===== config.mk =====
export PLATFORM = sky130hd
export DESIGN_NAME = video_line_buffer
export DESIGN_NICKNAME = d
export VERILOG_FILES = /design/src/rtl/video_pkg.sv /design/src/rtl/line_ram.sv /design/src/rtl/video_line_buffer.sv
export SDC_FILE = /design/constraint.sdc
export NUM_CORES = 2
export LEC_CHECK = 0
export CAP_MARGIN = 20
export CORE_ASPECT_RATIO = 0.5
export CORE_MARGIN = 5
export CORE_UTILIZATION = 45
export DETAILED_ROUTE_END_ITERATION = 8
export HOLD_SLACK_MARGIN = 0.03
export SETUP_SLACK_MARGIN = 0.2
export SYNTH_ARGS = -nofsm -noshare
export SYNTH_HDL_FRONTEND = slang
export SYNTH_SLANG_ARGS = --single-unit

===== constraint.sdc =====
create_clock -name I_clock -period 4.4 [get_ports I_clock]
set_input_delay 0.66 -clock I_clock [delete_from_list [all_inputs] [get_ports I_clock]]
set_output_delay 0.66 -clock I_clock [all_outputs]
set_load 0.05 [all_outputs]

===== src/rtl/video_pkg.sv =====
// rtl/video_pkg.sv - shared raster constants and pixel type for the line buffer
package video_pkg;

    localparam int P_width = 6;
    localparam int P_line  = 256;
    localparam int P_lines = 240;

    typedef logic [P_width-1:0] pixel_t;

    localparam pixel_t P_black = 6'h0F;

endpackage


===== src/rtl/line_ram.sv =====
// rtl/line_ram.sv - 2 x 256 x P_width simple dual-port RAM with registered read
module line_ram
    import video_pkg::*;
(
    input  logic       clk_i,
    input  logic       wr_en_i,
    input  logic       wr_bank_i,
    input  logic [7:0] wr_addr_i,
    input  pixel_t     wr_data_i,
    input  logic       rd_bank_i,
    input  logic [7:0] rd_addr_i,
    output pixel_t     rd_data_o
);

    pixel_t mem [2*P_line];
    pixel_t rd_data_q;

    always_ff @(posedge clk_i) begin
        if (wr_en_i) begin
            mem[{wr_bank_i, wr_addr_i}] <= wr_data_i;
        end
        rd_data_q <= mem[{rd_bank_i, rd_addr_i}];
    end

    assign rd_data_o = rd_data_q;

endmodule


===== src/rtl/video_line_buffer.sv =====
// rtl/video_line_buffer.sv - ping-pong scanline buffer with sync/blank realignment
module video_line_buffer
    import video_pkg::*;
(
    input  logic        I_clock,
    input  logic        I_reset,
    input  pixel_t      I_wr_pixel,
    input  logic        I_wr_valid,
    input  logic        I_wr_line_end,
    output logic        O_wr_ready,
    input  logic        I_rise,
    input  logic [15:0] I_hcount,
    input  logic [15:0] I_vcount,
    input  logic        I_not_blank,
    input  logic        I_hsync,
    input  logic        I_vsync,
    output pixel_t      O_pixel,
    output logic        O_not_blank,
    output logic        O_hsync,
    output logic        O_vsync,
    output logic        O_overrun,
    output logic        O_underrun
);

    logic [1:0]      full_q, full_d;
    logic [1:0][8:0] len_q, len_d;
    logic            wr_bank_q, wr_bank_d;
    logic [8:0]      wr_ptr_q, wr_ptr_d;
    logic            rd_bank_q, rd_bank_d;
    logic            disp_bank_q, disp_bank_d;
    logic            disp_valid_q, disp_valid_d;

    logic            show_q;
    pixel_t          pixel_q;
    logic [1:0]      nb_q, hs_q, vs_q;
    logic            overrun_q, underrun_q;

    logic            wr_ready, accept, close, ls, show;
    logic [8:0]      ptr_inc;
    logic [7:0]      rd_addr;
    pixel_t          rd_data;

    assign wr_ready = !full_q[wr_bank_q];
    assign accept   = I_wr_valid & wr_ready;
    assign ptr_inc  = wr_ptr_q + 9'(accept);
    assign close    = wr_ready & (I_wr_line_end | (accept & (ptr_inc == 9'(P_line))));
    assign ls       = I_rise & (I_hcount == 16'd0) & (I_vcount < 16'(P_lines));

    // hcount 1..256 maps to RAM addresses 0..255; hcount 0 wraps harmlessly to 255
    assign rd_addr  = I_hcount[7:0] - 8'd1;
    assign show     = I_not_blank & disp_valid_q & ({1'b0, rd_addr} < len_q[disp_bank_q]);

    always_comb begin
        full_d       = full_q;
        len_d        = len_q;
        wr_bank_d    = wr_bank_q;
        wr_ptr_d     = ptr_inc;
        rd_bank_d    = rd_bank_q;
        disp_bank_d  = disp_bank_q;
        disp_valid_d = disp_valid_q;

        if (close) begin
            len_d[wr_bank_q]  = ptr_inc;
            full_d[wr_bank_q] = 1'b1;
            wr_bank_d         = ~wr_bank_q;
            wr_ptr_d          = '0;
        end

        // Reader decides on pre-update full_q, so a line closed this cycle waits one line
        if (ls) begin
            if (disp_valid_q) begin
                full_d[disp_bank_q] = 1'b0;
            end
            if (full_q[rd_bank_q]) begin
                disp_bank_d  = rd_bank_q;
                rd_bank_d    = ~rd_bank_q;
                disp_valid_d = 1'b1;
            end else begin
                disp_valid_d = 1'b0;
            end
        end
    end

    always_ff @(posedge I_clock) begin
        if (I_reset) begin
            full_q       <= '0;
            len_q        <= '0;
            wr_bank_q    <= 1'b0;
            wr_ptr_q     <= '0;
            rd_bank_q    <= 1'b0;
            disp_bank_q  <= 1'b0;
            disp_valid_q <= 1'b0;
            show_q       <= 1'b0;
            pixel_q      <= P_black;
            nb_q         <= '0;
            hs_q         <= '0;
            vs_q         <= '0;
            overrun_q    <= 1'b0;
            underrun_q   <= 1'b0;
        end else begin
            full_q       <= full_d;
            len_q        <= len_d;
            wr_bank_q    <= wr_bank_d;
            wr_ptr_q     <= wr_ptr_d;
            rd_bank_q    <= rd_bank_d;
            disp_bank_q  <= disp_bank_d;
            disp_valid_q <= disp_valid_d;
            show_q       <= show;
            pixel_q      <= show_q ? rd_data : P_black;
            nb_q         <= {nb_q[0], I_not_blank};
            hs_q         <= {hs_q[0], I_hsync};
            vs_q         <= {vs_q[0], I_vsync};
            overrun_q    <= I_wr_valid & !wr_ready;
            underrun_q   <= ls & !full_q[rd_bank_q];
        end
    end

    line_ram u_line_ram (
        .clk_i     (I_clock),
        .wr_en_i   (accept),
        .wr_bank_i (wr_bank_q),
        .wr_addr_i (wr_ptr_q[7:0]),
        .wr_data_i (I_wr_pixel),
        .rd_bank_i (disp_bank_q),
        .rd_addr_i (rd_addr),
        .rd_data_o (rd_data)
    );

    assign O_wr_ready  = wr_ready;
    assign O_pixel     = pixel_q;
    assign O_not_blank = nb_q[1];
    assign O_hsync     = hs_q[1];
    assign O_vsync     = vs_q[1];
    assign O_overrun   = overrun_q;
    assign O_underrun  = underrun_q;

endmodule


==> impl_summary.md <==
Timing
Setup repair after global routing left no endpoint under its margin. The number of hold violations in the final report is 0. For the pin with the worst max-slew slack, the measured transition is 1.25 ns. After routing, the total negative slack on setup checks comes to 0 ns. Setup violations remaining at the end of the flow were counted as 0.

For this run, the top clock speed supported by timing is 260 MHz. The remaining max-slew budget at the tightest pin is 16.4%. The setup clock skew after layout is 0.0346 ns. In the finished design, the share of the clock period the worst path needs comes to 87.4%. After layout, the minimum clock period comes to 3.84 ns. The minimum setup slack in the final design is 0.557 ns. The number of pins with negative max-slew slack in the final report came to 0.

Logic synthesis
The number of flops mapped to enable cells by yosys is 3072. For this run, the leading register cell type out of synthesis is sky130_fd_sc_hd__edfxtp_1. The warning count from the yosys run is 0. Sorting the synthesized cells by area gives the leading types as sky130_fd_sc_hd__edfxtp_1 76%, sky130_fd_sc_hd__mux4_2 17%, sky130_fd_sc_hd__nor2_1 1.7%. Yosys mapped the design onto 69 distinct sky130hd cell types. Synthesis produced a netlist with a net count of 5467. The share of synthesized area in the top cell type comes to 75.9%.

Synthesis produced a netlist whose cell count is 5410. The fraction of registers with async set or reset after synthesis is 0%. The cell area after synthesis is 0.122 mm2. Sorting the synthesized cells by how often they occur yields 3072 x sky130_fd_sc_hd__edfxtp_1, 926 x sky130_fd_sc_hd__mux4_2, 560 x sky130_fd_sc_hd__nor2_1. The biggest area contributor in the post-synthesis netlist is sky130_fd_sc_hd__edfxtp_1. Averaged over all synthesized cells, the footprint is 22.5 um2. The share of the yosys chip area belonging to registers is 76.7%.

Counting flops and latches in the post-synthesis netlist gives 3126. In the post-synthesis netlist, the cell with the most instances is sky130_fd_sc_hd__edfxtp_1.

Floorplanning
The starting density of the core is 45.4%. The die height is 378 um. The floorplan step defined a die boundary enclosing 0.281 mm2. The width of the die is 745 um. In this run the standard cell core region covers 0.268 mm2.

The standard-cell row count is 134. 58 I/O pins were placed.

Drt
The via count of the routed design is 57219. For this run, the detailed router's first-pass iteration total came to 5. For this block, the initial DRC count from the detailed router was 6795. For this run, design rule violations remaining after detail routing come to 0. The total wirelength of the detailed-routed design is 297 mm.

The count of nets left with antenna violations once routing finished came out at 0. The routed wire length per instance is 31.1 um. The number of vias per cell is 5.98.

Critical path
Data arrives at the worst endpoint at 4.57 ns. The worst setup path is captured at a flip-flop. The worst setup path category is input port to flip-flop. The most common cell type on the critical path is sky130_fd_sc_hd__buf_4.

The cell at the slowest stage of the critical path is sky130_fd_sc_hd__mux4_1. The delay of the slowest critical-path stage is 0.59 ns. In this run the critical register-to-register path is captured at u_line_ram.mem[245][0]$_DFFE_PP_. The critical path goes through clkdlybuf4s50_1, inv_1, ha_4, buf_4, buf_12, mux4_2, mux4_1, a22oi_1, buf_4, nand3_1, o2bb2ai_1, buf_4, a221oi_2. The internal reg-to-reg setup slack is 0.97 ns. The worst setup path is launched from an input port. The number of cells on the worst reg-to-reg path is 8.

On the critical path the largest part of the delay comes from buffers and inverters. At the worst endpoint, the required time is 5.13 ns. The launch point of the critical path is I_hcount[1]. Along the worst path, the maximum fanout reaches 22.

The worst register-to-register path begins at wr_bank_q$_SDFFE_PP0N_. The number of buffers and inverters on the critical path is 6.

Min path
The path with the worst hold slack has its endpoint at u_line_ram.mem[251][3]$_DFFE_PP_. The worst min-delay path startpoint is I_wr_pixel[3]. The hold-critical path depth is 1.

The class of the worst hold path is input port to flip-flop.

Status
The flow ran to the end, and the final reports show no timing, DRC or antenna violations.

Clocking
The number of H-tree branching levels is 5. The number of buffers inserted by post-CTS setup repair is 0. The clock transition time at the flip-flop clock pins of the worst setup and hold paths is 0.08 ns. The buffer type at the clock tree root is sky130_fd_sc_hd__clkbuf_16. The worst-skew pair later-pin latency is 0.85 ns. Post-CTS repair changed the size of 0 cells. The number of hold buffers added after cts is 0. The total CTS buffers is 285. The maximum clock path buffer count is 4. Counting every sink on the clock net gives 3126. TritonCTS built the clock tree.

Power and ir drop
The reported leakage power is 42.1 nW. The peak supply drop is 0.000303 V. The power density relative to cell area is 447 mW/mm2. The completed layout was analyzed and its total power is 61.4 mW.

Place
After legalization and detailed placement, the total HPWL measured 181 mm. The worst setup slack before clock tree synthesis is -0.257 ns. At the end of routability-driven placement, the weighted congestion stood at 0.835. The count of buffers from port buffering is 53.

Global routing
The global-route wire length before repair is 427 mm. The global-route usage over all layers is 21.1%. The pin count of the biggest net entering global routing is 136. Summed over all layers, the global routing overflow is 0. The via count of the first global-routing pass is 58717. The initial antenna violation count is 7.

Cells and area
The net count of the finished layout is 5805. The area taken by flip-flops and latches is 0.0933 mm2. Cells with a size suffix above 1 make up 28.7% of the layout.

The layout-stage area growth over the synthesis result is 13.1%. The multi-input combinational cells in the finished layout cover a total of 0.0266 mm2. The layout has 20765 filler cells.

Flow run
The max-cap check violation count is 0.
registers in the layout (all words and copies together) (netlist names), 2 cells and up:
register	count
u_line_ram.mem	3072
len_q	18
wr_ptr_q	9
O_pixel	6
u_line_ram.rd_data_o	6
full_q	2
hs_q	2
nb_q	2
vs_q	2
worst register-to-register path: stages (launching register included):
cell	delay (ns)
sky130_fd_sc_hd__dfxtp_1	0.35
sky130_fd_sc_hd__mux2i_1	0.33
sky130_fd_sc_hd__and2_1	0.26
sky130_fd_sc_hd__buf_4	0.19
sky130_fd_sc_hd__nand2_1	0.07
sky130_fd_sc_hd__nor2_1	0.65
sky130_fd_sc_hd__nand2_4	0.08
sky130_fd_sc_hd__buf_4	0.43
sky130_fd_sc_hd__nor2_1	0.67
cell usage in the layout (no fill, tap or decap), types with 37 or more instances in the layout:
master and n:
sky130_fd_sc_hd__buf_4 258, sky130_fd_sc_hd__dfxtp_1 54, sky130_fd_sc_hd__clkinv_2 41, sky130_fd_sc_hd__clkbuf_1 54
sky130_fd_sc_hd__mux4_2 926, sky130_fd_sc_hd__nor2_1 556, sky130_fd_sc_hd__clkbuf_16 296, sky130_fd_sc_hd__edfxtp_1 3072
sky130_fd_sc_hd__clkinv_1 54, sky130_fd_sc_hd__a22oi_1 37, sky130_fd_sc_hd__mux2i_1 70, sky130_fd_sc_hd__nand2_1 74
sky130_fd_sc_hd__clkdlybuf4s50_1 46, sky130_fd_sc_hd__buf_12 76
worst max path at each step:
stage / depth (start not counted) / slack (ns) / end
CTS: 13 / 0.63 / u_line_ram.rd_data_o[4]$_DFF_P_
finish: 13 / 0.56 / u_line_ram.rd_data_o[4]$_DFF_P_
global placement: 13 / -0.26 / u_line_ram.rd_data_o[4]$_DFF_P_
global route: 13 / 0.52 / u_line_ram.rd_data_o[4]$_DFF_P_
detailed placement: 13 / -0.26 / u_line_ram.rd_data_o[4]$_DFF_P_
floorplan: 18 / 0.21 / u_line_ram.rd_data_o[0]$_DFF_P_
cells by family (layout without fill, tap and decap cells):
group	count (synthesis)	in the layout	synth area share [%]
AND/OR/NAND/NOR	733	733	2.47
adder cells (fa/ha/maj)	11	11	0.113
buffers and inverters	349	896	1.48
other	0	3	0
multiplexers	1019	1019	18.1
XOR/XNOR	10	10	0.0782
flip-flops	3126	3126	76.7
AO/OA/AOI/OAI	162	162	1.03
final cells by class:
class | count | area share, %
multi-input combinational | 1935 | 19.4
antenna | 3 | 0.00546
timing repair buffer | 386 | 2.91
sequential | 3126 | 67.9
tap | 3604 | 3.28
inverter | 14 | 0.0500
clock buffer | 353 | 5.56
clock inverter | 143 | 0.957
power by group:
part	total (mW)	internal, mW	switching (mW)
sequential	32.7	32.7	0.0362
clock	24.4	13.7	10.7
combinational	4.25	1.82	2.43
total	61.4	48.2	13.2
per-layer routing:
layer | vias to the layer above | global-route usage [%] | share of wire, %
met2 | 2487 | 33.9 | 48
met1 | 30804 | 29.8 | 41
met3 | 478 | 4.26 | 8.2
met5 | - | 0 | 0.0044
li1 | 23448 | - | -
met4 | 2 | 5.63 | 2.8
metrics by stage:
step	hold WS, ns	cells	cell area [um2]	util [%]
floorplan	0.386	5410	122000	-
global placement	0.418	9065	129000	48.0
detailed placement	0.429	9065	129000	48.0
CTS	0.255	9561	138000	51.3
global route	0.276	9561	138000	51.3
finish	0.297	9564	138000	51.3
(Power assumes the default switching activity.)
